File: config.mk
export PLATFORM = sky130hd
export DESIGN_NAME = imem_arbiter
export DESIGN_NICKNAME = d
export VERILOG_FILES = /design/src/rtl/imem_arbiter_pkg.sv /design/src/rtl/imem_arbiter_rr_arbiter.sv /design/src/rtl/imem_arbiter.sv
export SDC_FILE = /design/constraint.sdc
export NUM_CORES = 1
export LEC_CHECK = 0
export CORE_MARGIN = 2
export CORE_UTILIZATION = 38
export CTS_CLUSTER_SIZE = 25
export DETAILED_ROUTE_END_ITERATION = 8
export PLACE_DENSITY = 0.81
export SYNTH_ARGS = -nofsm -noshare
export SYNTH_HDL_FRONTEND = slang
export SYNTH_SLANG_ARGS = --single-unit
File: constraint.sdc
create_clock -name clock -period 7 [get_ports clock]
set_input_delay 2.1 -clock clock [delete_from_list [all_inputs] [get_ports clock]]
set_output_delay 2.1 -clock clock [all_outputs]
set_load 0.05 [all_outputs]
File: src/rtl/imem_arbiter_pkg.sv
// imem_arbiter_pkg: state encoding and default widths shared by the
// instruction memory, the cores and the arbiter.
package imem_arbiter_pkg;
   typedef enum logic {LOAD = 1'b0, RUN = 1'b1} state_t;
   localparam int DATA_WIDTH    = 8;
   localparam int ADDRESS_WIDTH = 8;
endpackage

File: src/rtl/imem_arbiter_rr_arbiter.sv
// rr_arbiter: combinational round-robin pick, searching req upward from ptr
// with wrap-around; returns a one-hot grant and the winner's index.
module rr_arbiter #(
   parameter int NUM_CORES = 4
) (
   input  logic [NUM_CORES-1:0]         req,
   input  logic [$clog2(NUM_CORES)-1:0] ptr,
   output logic [NUM_CORES-1:0]         gnt,
   output logic [$clog2(NUM_CORES)-1:0] idx
);
   localparam int IW = $clog2(NUM_CORES);
   logic          found;
   logic [IW-1:0] j;
   always_comb begin
      gnt   = '0;
      idx   = '0;
      found = 1'b0;
      j     = '0;
      for (int i = 0; i < NUM_CORES; i++) begin
         j = IW'((int'(ptr) + i) % NUM_CORES);
         if (!found && req[j]) begin
            found  = 1'b1;
            gnt[j] = 1'b1;
            idx    = j;
         end
      end
   end
endmodule

File: src/rtl/imem_arbiter.sv
// imem_arbiter: lets a program loader fill a single-port instruction memory,
// then shares that memory round-robin between NUM_CORES fetching cores.
module imem_arbiter
   import imem_arbiter_pkg::*;
#(
   parameter int NUM_CORES     = 4,
   parameter int data_width    = DATA_WIDTH,
   parameter int address_width = ADDRESS_WIDTH
) (
   input  logic                               clock,
   input  logic                               reset,
   input  logic                               ld_req,
   input  logic [address_width-1:0]           ld_addr,
   input  logic [data_width-1:0]              ld_data,
   output logic                               ld_ack,
   input  logic                               ld_done,
   output logic                               core_run,
   input  logic [NUM_CORES-1:0]               req,
   input  logic [NUM_CORES*address_width-1:0] addr,
   output logic [NUM_CORES-1:0]               gnt,
   output logic [NUM_CORES-1:0]               rvalid,
   output logic [data_width-1:0]              rdata,
   output logic                               mem_wren,
   output logic [data_width-1:0]              mem_data,
   output logic [address_width-1:0]           mem_address,
   input  logic [data_width-1:0]              mem_q
);
   localparam int IW = $clog2(NUM_CORES);
   state_t                   state;
   logic                     run;
   logic [IW-1:0]            rr_ptr, idx;
   logic [NUM_CORES-1:0]     arb_gnt;
   logic [address_width-1:0] sel_addr, last_addr;
   rr_arbiter #(.NUM_CORES(NUM_CORES)) u_arb (
      .req (req),
      .ptr (rr_ptr),
      .gnt (arb_gnt),
      .idx (idx)
   );
   assign run         = state == RUN;
   assign core_run    = run;
   assign sel_addr    = addr[int'(idx)*address_width +: address_width];
   assign gnt         = run ? arb_gnt : '0;
   assign ld_ack      = !run && ld_req;
   assign mem_wren    = ld_ack;
   assign mem_data    = ld_ack ? ld_data : '0;
   // An idle RUN cycle keeps presenting the last fetched address.
   assign mem_address = ld_ack ? ld_addr : |gnt ? sel_addr : run ? last_addr : '0;
   assign rdata       = mem_q;
   always_ff @(posedge clock or posedge reset) begin
      if (reset) begin
         state     <= LOAD;
         rr_ptr    <= '0;
         rvalid    <= '0;
         last_addr <= '0;
      end else begin
         rvalid <= gnt;
         if (!run && ld_done) state <= RUN;
         if (|gnt) begin
            rr_ptr    <= (int'(idx) == NUM_CORES - 1) ? '0 : idx + 1'b1;
            last_addr <= sel_addr;
         end
      end
   end
endmodule

-- Yosys cells after proc, flatten, opt, wreduce, memory -nomap -nowiden
Index checks and enable logic that the tools add are counted.
- add/sub/neg operators: 4
- magnitude comparators: 8
- equal/unequal tests: 1
- shifts and indexed selects: 1
- muxes and demuxes: 33
- bitwise operators: 3
- reduce and logical (&&, ||, !) cells: 14
- operators by type and width (cell ; number):
    $mux 8 ; 4
    $shiftx 32x6->8 ; 1
    $mux 4 ; 5
    $lt 2x3->1 const B ; 4
    $or 4x4->4 ; 3
    $mux 1 ; 11
    $mux 2 ; 5
    $logic_and 1x1->1 ; 9
    $bmux 1 s2 ; 4
    $demux 1 s2 ; 4
    $ge 2x1->1 const B ; 4
    $add 2x1->2 const B ; 2
    $add 2x2->2 const B ; 2
    $logic_not 1->1 ; 4
    $reduce_or 4->1 ; 1
    $eq 2x1->1 const B ; 1
- bits in registers: 15
- input port bits: 64
- output and inout port bits: 35
- word-level logic and storage cells: 68

-- Longest topological paths before layout
- word-level depth: 16
- mapped depth: 13
- depth with buffers taken out: 10

-- By module
A second synthesis with hierarchy kept.
- cells, all modules: 149
- area, all modules: 1480.2 µm²
- modules (own cells, without submodules) (module ; times used ; cells an instance ; area each (µm²) ; sequential area each (µm²)):
    imem_arbiter ; 1 ; 101 ; 1041.0 ; 375.4
    rr_arbiter ; 1 ; 48 ; 439.2 ; 0.0

-- Least setup slack after synthesis
Ideal clock, no wire load.
- path type: input-to-output
- start: input req[2]
- end: output mem_address[3]
- arrival time: 4994 ps
- required time: 4900 ps
- path slack: -94 ps
- stages on the path: 10
- path buffers: 2
- path through: buf_6 mux4_2 and2_0 o21ai_0 o221ai_1 nor4_4 buf_6 and2_1 a22oi_1 nand2_1
- word-level cells in the longest chain between the ends: 16
- elaborated cells on any way between the ends: 33
- classes of those cells: shift: 1; mux: 22; bitwise: 3; reduce/logical: 7
- ends and longest elaborated chain (item ; RTL line ; text):
    from (decl) ; imem_arbiter.sv:18 ; input logic [NUM_CORES-1:0] req,
    $bmux 1 s2 ; imem_arbiter_rr_arbiter.sv:21 ; if (!found && req[j]) begin
    $mux 1 (implied by the code) ; imem_arbiter_rr_arbiter.sv:21 ;
    $mux 1 ; imem_arbiter_rr_arbiter.sv:21 ;
    $logic_not 1->1 ; imem_arbiter_rr_arbiter.sv:21 ;
    $logic_and 1x1->1 ; imem_arbiter_rr_arbiter.sv:21 ;
    $mux 1 ; imem_arbiter_rr_arbiter.sv:21 ;
    $logic_not 1->1 ; imem_arbiter_rr_arbiter.sv:21 ;
    $logic_and 1x1->1 ; imem_arbiter_rr_arbiter.sv:21 ;
    $mux 1 ; imem_arbiter_rr_arbiter.sv:21 ;
    $logic_not 1->1 ; imem_arbiter_rr_arbiter.sv:21 ;
    $logic_and 1x1->1 ; imem_arbiter_rr_arbiter.sv:21 ;
    $mux 4 * ; imem_arbiter_rr_arbiter.sv:21 ;
    $mux 4 * ; imem_arbiter.sv:43 ; assign gnt = run ? arb_gnt : '0;
    via gnt[3] ; imem_arbiter.sv:20 ; output logic [NUM_CORES-1:0] gnt,
    $reduce_or 4->1 * ; imem_arbiter.sv:48 ; assign mem_address = ld_ack ? ld_addr : |gnt ? sel_addr : run ? last_addr : '0;
    $mux 8 * (2 in a row) ; imem_arbiter.sv:48 ;
    to (decl) ; imem_arbiter.sv:25 ; output logic [address_width-1:0] mem_address,
Mark *: on every way through the listed nets, which the timed path passes. The rest lies on a longest branch. The select of a mux whose other input is x is not followed.

-- Worst setup path in the final report
- start: input req[3]
- end: output mem_address[5]
- word-level cells in the longest chain between the ends: 16
- elaborated cells on any way between the ends: 33
- classes of those cells: shift: 1; mux: 22; bitwise: 3; reduce/logical: 7
- ends and longest elaborated chain (item ; RTL line):
    parallel branches: the longest is 14 deep, another holds $bmux 1 s2 ; --
    $mux 8 * (2 in a row) ; imem_arbiter.sv:48
Mark *: on every way between the ends. The select of a mux whose other input is x is not followed.

==> flow_summary_export.csv <==
group,metric,value,unit
outcome,outcome,"finished clean",
detailed_routing,ant_nets,0,
floorplan,dieHeight,70.2,um
logic_synthesis,synthFlopType,"dfrtp_1",
placed_design,placed_cells,313,
logic_synthesis,async_reset_ff_frac,1.00,
floorplan,placementRows,24,
detailed_routing,drcViolationCount,0,
logic_synthesis,synth.top_cell.area_share,0.225,
final_layout,diodes,0,
logic_synthesis,syn-num-nets,255,
worst_setup_path,critPathLaunchType,"primary input",
sta,hold_viol,0,
logic_synthesis,ys_ff_latch,15,
cts,clockRootBuffer,"clkbuf_8",
logic_synthesis,synth_commonest_cells,"nand2_1, dfrtp_1, inv_1, and2_1, buf_4",
logic_synthesis,synthCells,183,
worst_setup_path,critPathMaxFanout,10,
sta,setup_viol,0,
flow_run,maxCapViolCount,0,
final_layout,area_growth,59.5,%
cts,cts-hold-fix-buffers,0,
sta,finalCritPeriodShare,0.947,
global_route,grt-ovfl-total,0,
logic_synthesis,synth_edf_count,0,
final_layout,drive_gt1_frac,0.219,
worst_setup_path,path_class,"in -> out",
sta,rsz0062_at_grt,"no",
sta,max_slew_margin,0.581,
sta,worstMarginPinSlew,627,ps
placed_design,port_buffers,82,
global_route,grt_pass1_vias,1540,
final_layout,fin_nets,338,
floorplan,core,0.00429,sq mm
detailed_routing,dr.pass1.iters,6,
logic_synthesis,yosysWarnings,0,
floorplan,fp.dieW,70.2,um
detailed_routing,wirelength,4470,um
worst_setup_path,cp_data_required_time,4900,ps
detailed_routing,first_iter_violations,47,
final_layout,stdcell_count,317,
sta,slew_viol_final,0,
cts,post_cts_buffers,0,
worst_setup_path,critPathArrivalTime,4530,ps
logic_synthesis,synth_area,0.00167,sq mm
sta,setup_tns,0,ps
floorplan,start_util,0.388,
global_route,antenna_found_initial,0,
sta,fin_skew,1.29,ps
cts,clk_pin_slew,60,ps
floorplan,die-area,0.00493,sq mm
cts,clockBufferDepth,2,
placed_design,gp_congestion,0.851,
floorplan,ioPinCount,99,
sta,min_period,6630,ps
logic_synthesis,syn_area_per_cell,9.11,sq um
placed_design,dp.final_hpwl,3660,um
global_route,grt_pass1_wl,7360,um
logic_synthesis,synth_most_common_cell,"nand2_1",
placed_design,dpl_cell_area,0.00260,sq mm
final_layout,fin_area,0.00266,sq mm
cts,numCtsBuffers,3,
worst_setup_path,cp-end-kind,"output pin",
cts,h-tree-depth,1,
detailed_routing,wl_per_cell,14.1,um
global_route,grt_max_degree,18,
cts,clock_sinks,15,
logic_synthesis,yosys.area.top_type,"dfrtp_1",
global_route,grt_use_total,0.183,
cts,insertion_delay,250,ps
logic_synthesis,synthTopCellsByArea,"dfrtp_1, mux4_2, ha_1, mux2i_1, nand2_1",
sta,fmax,151,MHz
hold_path,min_path_type,"reg -> reg",
logic_synthesis,ys_seq_area_frac,0.225,
logic_synthesis,ys_types,43,
detailed_routing,via_per_inst,5.21,
detailed_routing,vias,1653,
cts,cts_tree,"built",
## routing by layer
metal | wire, um | vias up | share of wire | global-route usage
met3 | 268 | 4 | 0.060 | 0.0361
met1 | 1850 | 777 | 0.41 | 0.231
met2 | 2310 | 65 | 0.52 | 0.319
met4 | 41 | 0 | 0.0092 | 0.0449
met5 | 0 | - | 0 | 0
li1 | - | 807 | - | -
## cells by family (layout without fill, tap and decap cells)
| kind of cell | after synthesis | after routing | share of synthesized area |
|---|---|---|---|
| adders and majority gates | 8 | 8 | 0.0601 |
| muxes | 21 | 21 | 0.182 |
| and+or+nand+nor | 64 | 64 | 0.216 |
| DFF | 15 | 15 | 0.225 |
| buffers and inverters | 36 | 118 | 0.128 |
| xor gates and xnor gates | 1 | 1 | 0.00526 |
| AOI/OAI and AO/OA | 38 | 38 | 0.183 |
## critical path, cell delays in order
cell	delay (ps)
dlymetal6s2s_1	170
buf_4	180
and2_1	170
a311o_2	350
a21oi_1	160
o221a_2	230
buf_12	150
mux2i_1	180
mux2_2	190
o21ai_1	90
a221o_1	360
buf_4	190
## per-stage QoR
step	hold WS [ps]	utilization	worst slack, ps
2_1_floorplan	440	-	169
3_3_place_gp	458	0.605	15.9
3_5_place_dp	465	0.605	-29.0
4_1_cts	478	0.617	16.2
5_1_grt	486	0.619	228
6_report	475	0.619	371
## cell usage in the layout (no fill, tap or decap), drive strengths merged, types with 4 or more instances in the layout
cell type | synthesis | layout
dlymetal6s2s | 0 | 4
nor3b | 6 | 6
mux2 | 5 | 5
inv | 15 | 14
nand2b | 4 | 4
and2 | 14 | 14
a221o | 4 | 4
clkdlybuf4s50 | 0 | 66
nor3 | 5 | 5
mux4 | 7 | 7
ha | 8 | 8
clkbuf | 4 | 4
o221ai | 4 | 4
buf | 17 | 29
a21oi | 5 | 5
o21ai | 12 | 12
a22oi | 4 | 4
mux2i | 9 | 9
nand2 | 22 | 22
dfrtp | 15 | 15
## final timing paths
| check | startpoint | end | slack (ps) | cells past startpoint |
|---|---|---|---|---|
| min in group asynchronous | reset | rvalid[0] | 2210 | 2 |
| max in group asynchronous | reset | last_addr[3] | 4420 | 2 |
| min reg2reg | last_addr[1] | last_addr[1] | 480 | 2 |
| max reg2reg | rr_ptr[0] | last_addr[7] | 3640 | 11 |
| min | last_addr[1] | last_addr[1] | 480 | 2 |
| max | req[3] | mem_address[5] | 370 | 12 |
## sequential cells by signal, summed over array words and instances, names as in the netlist
name / cells
last_addr: 8
rvalid: 4
core_run: 1
rr_ptr: 2
## cell type report
type                       instances  area, sq um
timing repair buffer              99         1030
tap                               52         65.1
multi-input combinational        132         1080
sequential                        15          375
inverter                          15         60.1
fill                             367         1640
clock buffer                       4         45.0
## repair_timing
action,in CTS,in global routing
endpoints found under the setup margin,4,8
cloned,0,0
pin swaps,0,1
gates resized for setup,1,5
Power is not shown: default switching activity piles up to over one toggle a cycle in this logic, so the estimate is an artifact.
